$ cat config.mk
export PLATFORM = sky130hd
export DESIGN_NAME = autoplay_seq
export DESIGN_NICKNAME = d
export VERILOG_FILES = /design/src/rtl/autoplay_seq.sv
export SDC_FILE = /design/constraint.sdc
export NUM_CORES = 1
export LEC_CHECK = 0
export CAP_MARGIN = 20
export CORE_ASPECT_RATIO = 1.2
export CORE_MARGIN = 4
export CORE_UTILIZATION = 46
export DETAILED_ROUTE_END_ITERATION = 8
export PLACE_DENSITY = 0.74
export SETUP_SLACK_MARGIN = 0.05
export SLEW_MARGIN = 20
export SYNTH_ARGS = -nofsm -noshare
export SYNTH_HDL_FRONTEND = slang
export SYNTH_SLANG_ARGS = --single-unit
$ cat constraint.sdc
create_clock -name clk_pix -period 5.35 [get_ports clk_pix]
set_clock_uncertainty 0.2 [all_clocks]
set_input_delay 1.07 -clock clk_pix [delete_from_list [all_inputs] [get_ports clk_pix]]
set_output_delay 1.07 -clock clk_pix [all_outputs]
set_load 0.005 [all_outputs]
$ cat src/rtl/autoplay_seq.sv
`default_nettype none
// ============================================================================
// Module   : autoplay_seq
// Purpose  : Attract-mode autoplay for the coin/start/throw lines. Releases the
//            lines to the player whenever the player is active or autoplay is
//            disabled.
// Options  : AUTOPLAY_LOOP_EN - restart the attract sequence after PLAY_CYC
//            cycles of PLAY instead of staying in PLAY.
// Revision : 1.0 - initial release
// ============================================================================
module autoplay_seq #(
  parameter logic [31:0] WAIT_CYC     = 32'd1000,
  parameter logic [31:0] PULSE_CYC    = 32'd100,
  parameter logic [31:0] GAP_CYC      = 32'd500,
  parameter logic [31:0] THROW_PERIOD = 32'd2000,
  parameter logic [31:0] IDLE_TIMEOUT = 32'd50000,
  parameter logic [31:0] PLAY_CYC     = 32'd1000000
) (
  input  logic       clk_pix,
  input  logic       reset,
  input  logic       enable,
  input  logic       player_coin_n,
  input  logic       player_start_n,
  input  logic       player_throw_n,
  output logic       coin_n,
  output logic       start_n,
  output logic       throw_n,
  output logic       autoplay_active,
  output logic [2:0] state
);

  typedef enum logic [2:0] {
    S_WAIT   = 3'd0,
    S_COIN   = 3'd1,
    S_GAP1   = 3'd2,
    S_START  = 3'd3,
    S_GAP2   = 3'd4,
    S_PLAY   = 3'd5,
    S_MANUAL = 3'd6
  } state_t;

  state_t      r_state;
  state_t      w_state_nxt;
  logic [31:0] r_cnt;
  logic [31:0] r_tcnt;
  logic        r_coin_n;
  logic        r_start_n;
  logic        r_throw_n;
  logic        r_active;

  logic        w_player_act;
  logic        w_abort;
  logic        w_play_expire;
  logic        w_auto_coin;
  logic        w_auto_start;
  logic        w_auto_throw;

  assign w_player_act = ~player_coin_n | ~player_start_n | ~player_throw_n;
  assign w_abort      = w_player_act | ~enable;

`ifdef AUTOPLAY_LOOP_EN
  assign w_play_expire = (r_cnt == PLAY_CYC - 32'd1);
`else
  // PLAY never times out; the compare stays so PLAY_CYC remains referenced.
  assign w_play_expire = 1'b0 & (r_cnt == PLAY_CYC - 32'd1);
`endif

  // Auto drives are gated by w_abort so the line is released on the same
  // edge that hands control to the player.
  always_comb begin
    w_state_nxt  = r_state;
    w_auto_coin  = 1'b0;
    w_auto_start = 1'b0;
    w_auto_throw = 1'b0;
    case (r_state)
      S_WAIT: begin
        if (w_abort)                            w_state_nxt = S_MANUAL;
        else if (r_cnt == WAIT_CYC - 32'd1)     w_state_nxt = S_COIN;
      end
      S_COIN: begin
        w_auto_coin = ~w_abort;
        if (w_abort)                            w_state_nxt = S_MANUAL;
        else if (r_cnt == PULSE_CYC - 32'd1)    w_state_nxt = S_GAP1;
      end
      S_GAP1: begin
        if (w_abort)                            w_state_nxt = S_MANUAL;
        else if (r_cnt == GAP_CYC - 32'd1)      w_state_nxt = S_START;
      end
      S_START: begin
        w_auto_start = ~w_abort;
        if (w_abort)                            w_state_nxt = S_MANUAL;
        else if (r_cnt == PULSE_CYC - 32'd1)    w_state_nxt = S_GAP2;
      end
      S_GAP2: begin
        if (w_abort)                            w_state_nxt = S_MANUAL;
        else if (r_cnt == GAP_CYC - 32'd1)      w_state_nxt = S_PLAY;
      end
      S_PLAY: begin
        w_auto_throw = ~w_abort & (r_tcnt < PULSE_CYC);
        if (w_abort)                            w_state_nxt = S_MANUAL;
        else if (w_play_expire)                 w_state_nxt = S_WAIT;
      end
      S_MANUAL: begin
        if (!w_abort && (r_cnt == IDLE_TIMEOUT - 32'd1)) w_state_nxt = S_WAIT;
      end
      default: begin
        w_state_nxt = S_WAIT;
      end
    endcase
  end

  always_ff @(posedge clk_pix) begin
    if (reset) begin
      r_state   <= S_WAIT;
      r_cnt     <= '0;
      r_tcnt    <= '0;
      r_coin_n  <= 1'b1;
      r_start_n <= 1'b1;
      r_throw_n <= 1'b1;
      r_active  <= 1'b1;
    end else begin
      r_state <= w_state_nxt;

      if (w_state_nxt != r_state)
        r_cnt <= '0;
      else if ((r_state == S_MANUAL) && w_abort)
        r_cnt <= '0;
      else
        r_cnt <= r_cnt + 32'd1;

      // tcnt starts at 0 on PLAY entry so the first throw begins immediately.
      if ((r_state == S_PLAY) && (w_state_nxt == S_PLAY))
        r_tcnt <= (r_tcnt == THROW_PERIOD - 32'd1) ? 32'd0 : r_tcnt + 32'd1;
      else
        r_tcnt <= '0;

      r_coin_n  <= player_coin_n  & ~w_auto_coin;
      r_start_n <= player_start_n & ~w_auto_start;
      r_throw_n <= player_throw_n & ~w_auto_throw;
      r_active  <= (w_state_nxt != S_MANUAL);
    end
  end

  assign coin_n          = r_coin_n;
  assign start_n         = r_start_n;
  assign throw_n         = r_throw_n;
  assign autoplay_active = r_active;
  assign state           = r_state;

endmodule
`default_nettype wire

==> reports/qor.csv <==
metric;value;unit
regToRegSetupSlack;2.59;ns
track_usage;16.2;%
ys_ff_latch;71;
viasPerCell;5.45;
place_congestion;0.830;
start_util;47.8;%
grt_pass1_vias;2580;
fin_crit_sh;55.9;%
path_clk_slew;0.07;ns
fin_tns_setup;0;ns
ios;13;
drc;0;
drt_pass1_iterations;4;
max_cap_viol_count;0;
ys.flop_type;dfxtp_1;
wire_per_inst;13.4;µm
reg2reg_depth;6;
leakagePower;1.17;nW
syn-instance-count;380;
clk_latency;0.33;ns
cts_resized;0;
finalCriticalPeriod;2.99;ns
grt_setup_unrepaired;no;
worstHoldPathType;reg2reg;
cp-start-kind;primary input;
crit_path_end;r_cnt[19]$_SDFF_PP0_;
slew_viol_final;0;
dp_hpwl;4490;µm
max_clock_freq;334;MHz
grt_pass1_wl;11500;µm
chipWidth;85.5;µm
cts-hold-fix-buffers;0;
hold_violations;0;
worst_setup_path_end_kind;flop;
grt_max_degree;33;
syn_to_final_growth;11.0;%
relSlewSlack;54.3;%
ys_warn_count;0;
core.rowCount;33;
postLayoutCoreUtil;53.1;%
status;finished clean;
overflow;0;
arrival;3.05;ns
cts.sinks;71;
cts_buffer_depth;2;
coreArea;0.00694;mm²
r2r-end;r_cnt[19]$_SDFF_PP0_;
antenna_cells;0;
dieArea;0.00864;mm²
fill_cells;640;
ant_nets;0;
synth.distinct_cells;49;
worstReg2RegStart;r_cnt[0]$_SDFF_PP0_;
power_density;262;mW/mm²
synth_area;0.00332;mm²
synth-edff-count;0;
worst_ep_required_time;5.40;ns
root_buffer;clkbuf_8;
syn_avg_cell_area;8.73;µm²
postSynth.asyncResetShare;0;%
port_buffers;12;
yosysSeqAreaShare;42.9;%
vias;2640;
synth_nets;388;
nets;400;
cts_tree;done;
crit_start;player_throw_n;
first_iter_violations;128;
drive_above_1_share;7.30;%
path_max_fanout;32;
htreeDepth;3;
cts_inserted_buffers;9;
die_h;101;µm
worstMarginPinSlew;0.683;ns
post_cts_buffers;0;
ir_drop;0.124;mV
critPathKind;in2reg;
setup_viol;0;
antenna_found_initial;0;
drt-total-wl;6490;µm
[per-stage QoR]
| stage | total power [mW] | instance area, µm² | setup slack, ns | cells | hold slack [ns] |
|---|---|---|---|---|---|
| floorplan | 0.555 | 3320 | 2.76 | 380 | 0.226 |
| global placement | 0.568 | 3490 | 1.74 | 468 | 0.242 |
| detailed placement | 0.568 | 3490 | 1.64 | 468 | 0.255 |
| CTS | 0.975 | 3670 | 1.99 | 484 | 0.275 |
| global route | 1.00 | 3680 | 2.15 | 484 | 0.285 |
| finish | 0.965 | 3680 | 2.36 | 484 | 0.271 |
[cells in the final DEF, fill, tap and decap left out, drive strengths merged, types with 2 or more instances in the layout]
master,count
clkinv,2
nor2b,3
nor4,13
xor2,42
nor2,84
and4,7
inv,5
a21oi,3
nand2b,3
nand3,29
clkbuf,13
o21bai,2
dfxtp,71
clkdlybuf4s50,12
and3,9
a21o,3
ha,2
nand2,22
or4,2
nor3b,2
or3,2
nor3,7
nand4,23
xnor2,18
nor4b,2
[state kept, by name (all words and copies together) (netlist names)]
register         count
r_tcnt              32
start_n              1
r_cnt               32
autoplay_active      1
throw_n              1
coin_n               1
state                3
[synth_stat cells, drive strengths merged, types with 3 or more instances]
cell	n	area, µm²
a21oi	3	15.0
nor2b	3	18.8
clkbuf	4	15.0
nor2	84	340
and3	9	56.3
nand2b	3	18.8
nand2	22	85.1
dfxtp	71	1420
a21o	3	22.5
buf	7	45.0
nor3	7	46.3
nand3	29	150
inv	5	18.8
and4	7	66.3
nand4	23	150
xor2	42	368
xnor2	18	158
nor4	13	87.6
[critical path: stages]
cell	delay, ns
clkdlybuf4s50_1	0.44
nand4_1	0.22
nor3_1	0.09
and3_1	0.18
a221o_1	0.33
a211o_2	0.51
nor2_1	0.20
[metal layers]
layer	wire [µm]	vias to the layer above	track usage (%)
met5	0	-	0
met4	53	0	5.36
met3	214	6	4.33
met2	3210	46	26.8
met1	3020	1241	20.5
li1	-	1347	-
[power breakdown]
part / internal (mW) / switching (mW) / leakage (nW)
sequential: 0.531 / 0.00419 / 0.574
combinational: 0.0124 / 0.00801 / 0.505
clock: 0.217 / 0.193 / 0.0916
total: 0.760 / 0.205 / 1.17
[how the worst min path moves through the flow]
stage,start,end,slack [ns],cells after the start
6_report,r_cnt[0]$_SDFF_PP0_,r_cnt[0]$_SDFF_PP0_,0.27,1
3_3_place_gp,r_tcnt[0]$_SDFF_PP0_,r_tcnt[0]$_SDFF_PP0_,0.24,1
5_1_grt,r_cnt[0]$_SDFF_PP0_,r_cnt[0]$_SDFF_PP0_,0.28,1
4_1_cts,r_cnt[0]$_SDFF_PP0_,r_cnt[0]$_SDFF_PP0_,0.28,1
2_1_floorplan,r_tcnt[0]$_SDFF_PP0_,r_tcnt[0]$_SDFF_PP0_,0.23,1
3_5_place_dp,r_cnt[0]$_SDFF_PP0_,r_cnt[0]$_SDFF_PP0_,0.26,1
[cells by family after synthesis]
group | after synthesis | synth area share [%]
AOI/OAI and AO/OA | 19 | 4.53
xor gates and xnor gates | 60 | 15.8
adders and majority gates | 2 | 0.754
buffers and inverters | 16 | 2.38
DFF | 71 | 42.9
and+or+nand+nor | 212 | 33.6
[layout make-up]
type                       instances  area [µm²]  share of cell area [%]
timing repair buffer              12         120                    3.26
multi-input combinational        293        1830                    49.7
clock inverter                     3        43.8                    1.19
tap                               87         109                    2.96
inverter                           5        18.8                   0.510
clock buffer                      13         139                    3.77
sequential                        71        1420                    38.6
Power figures use the tool's default switching activity.
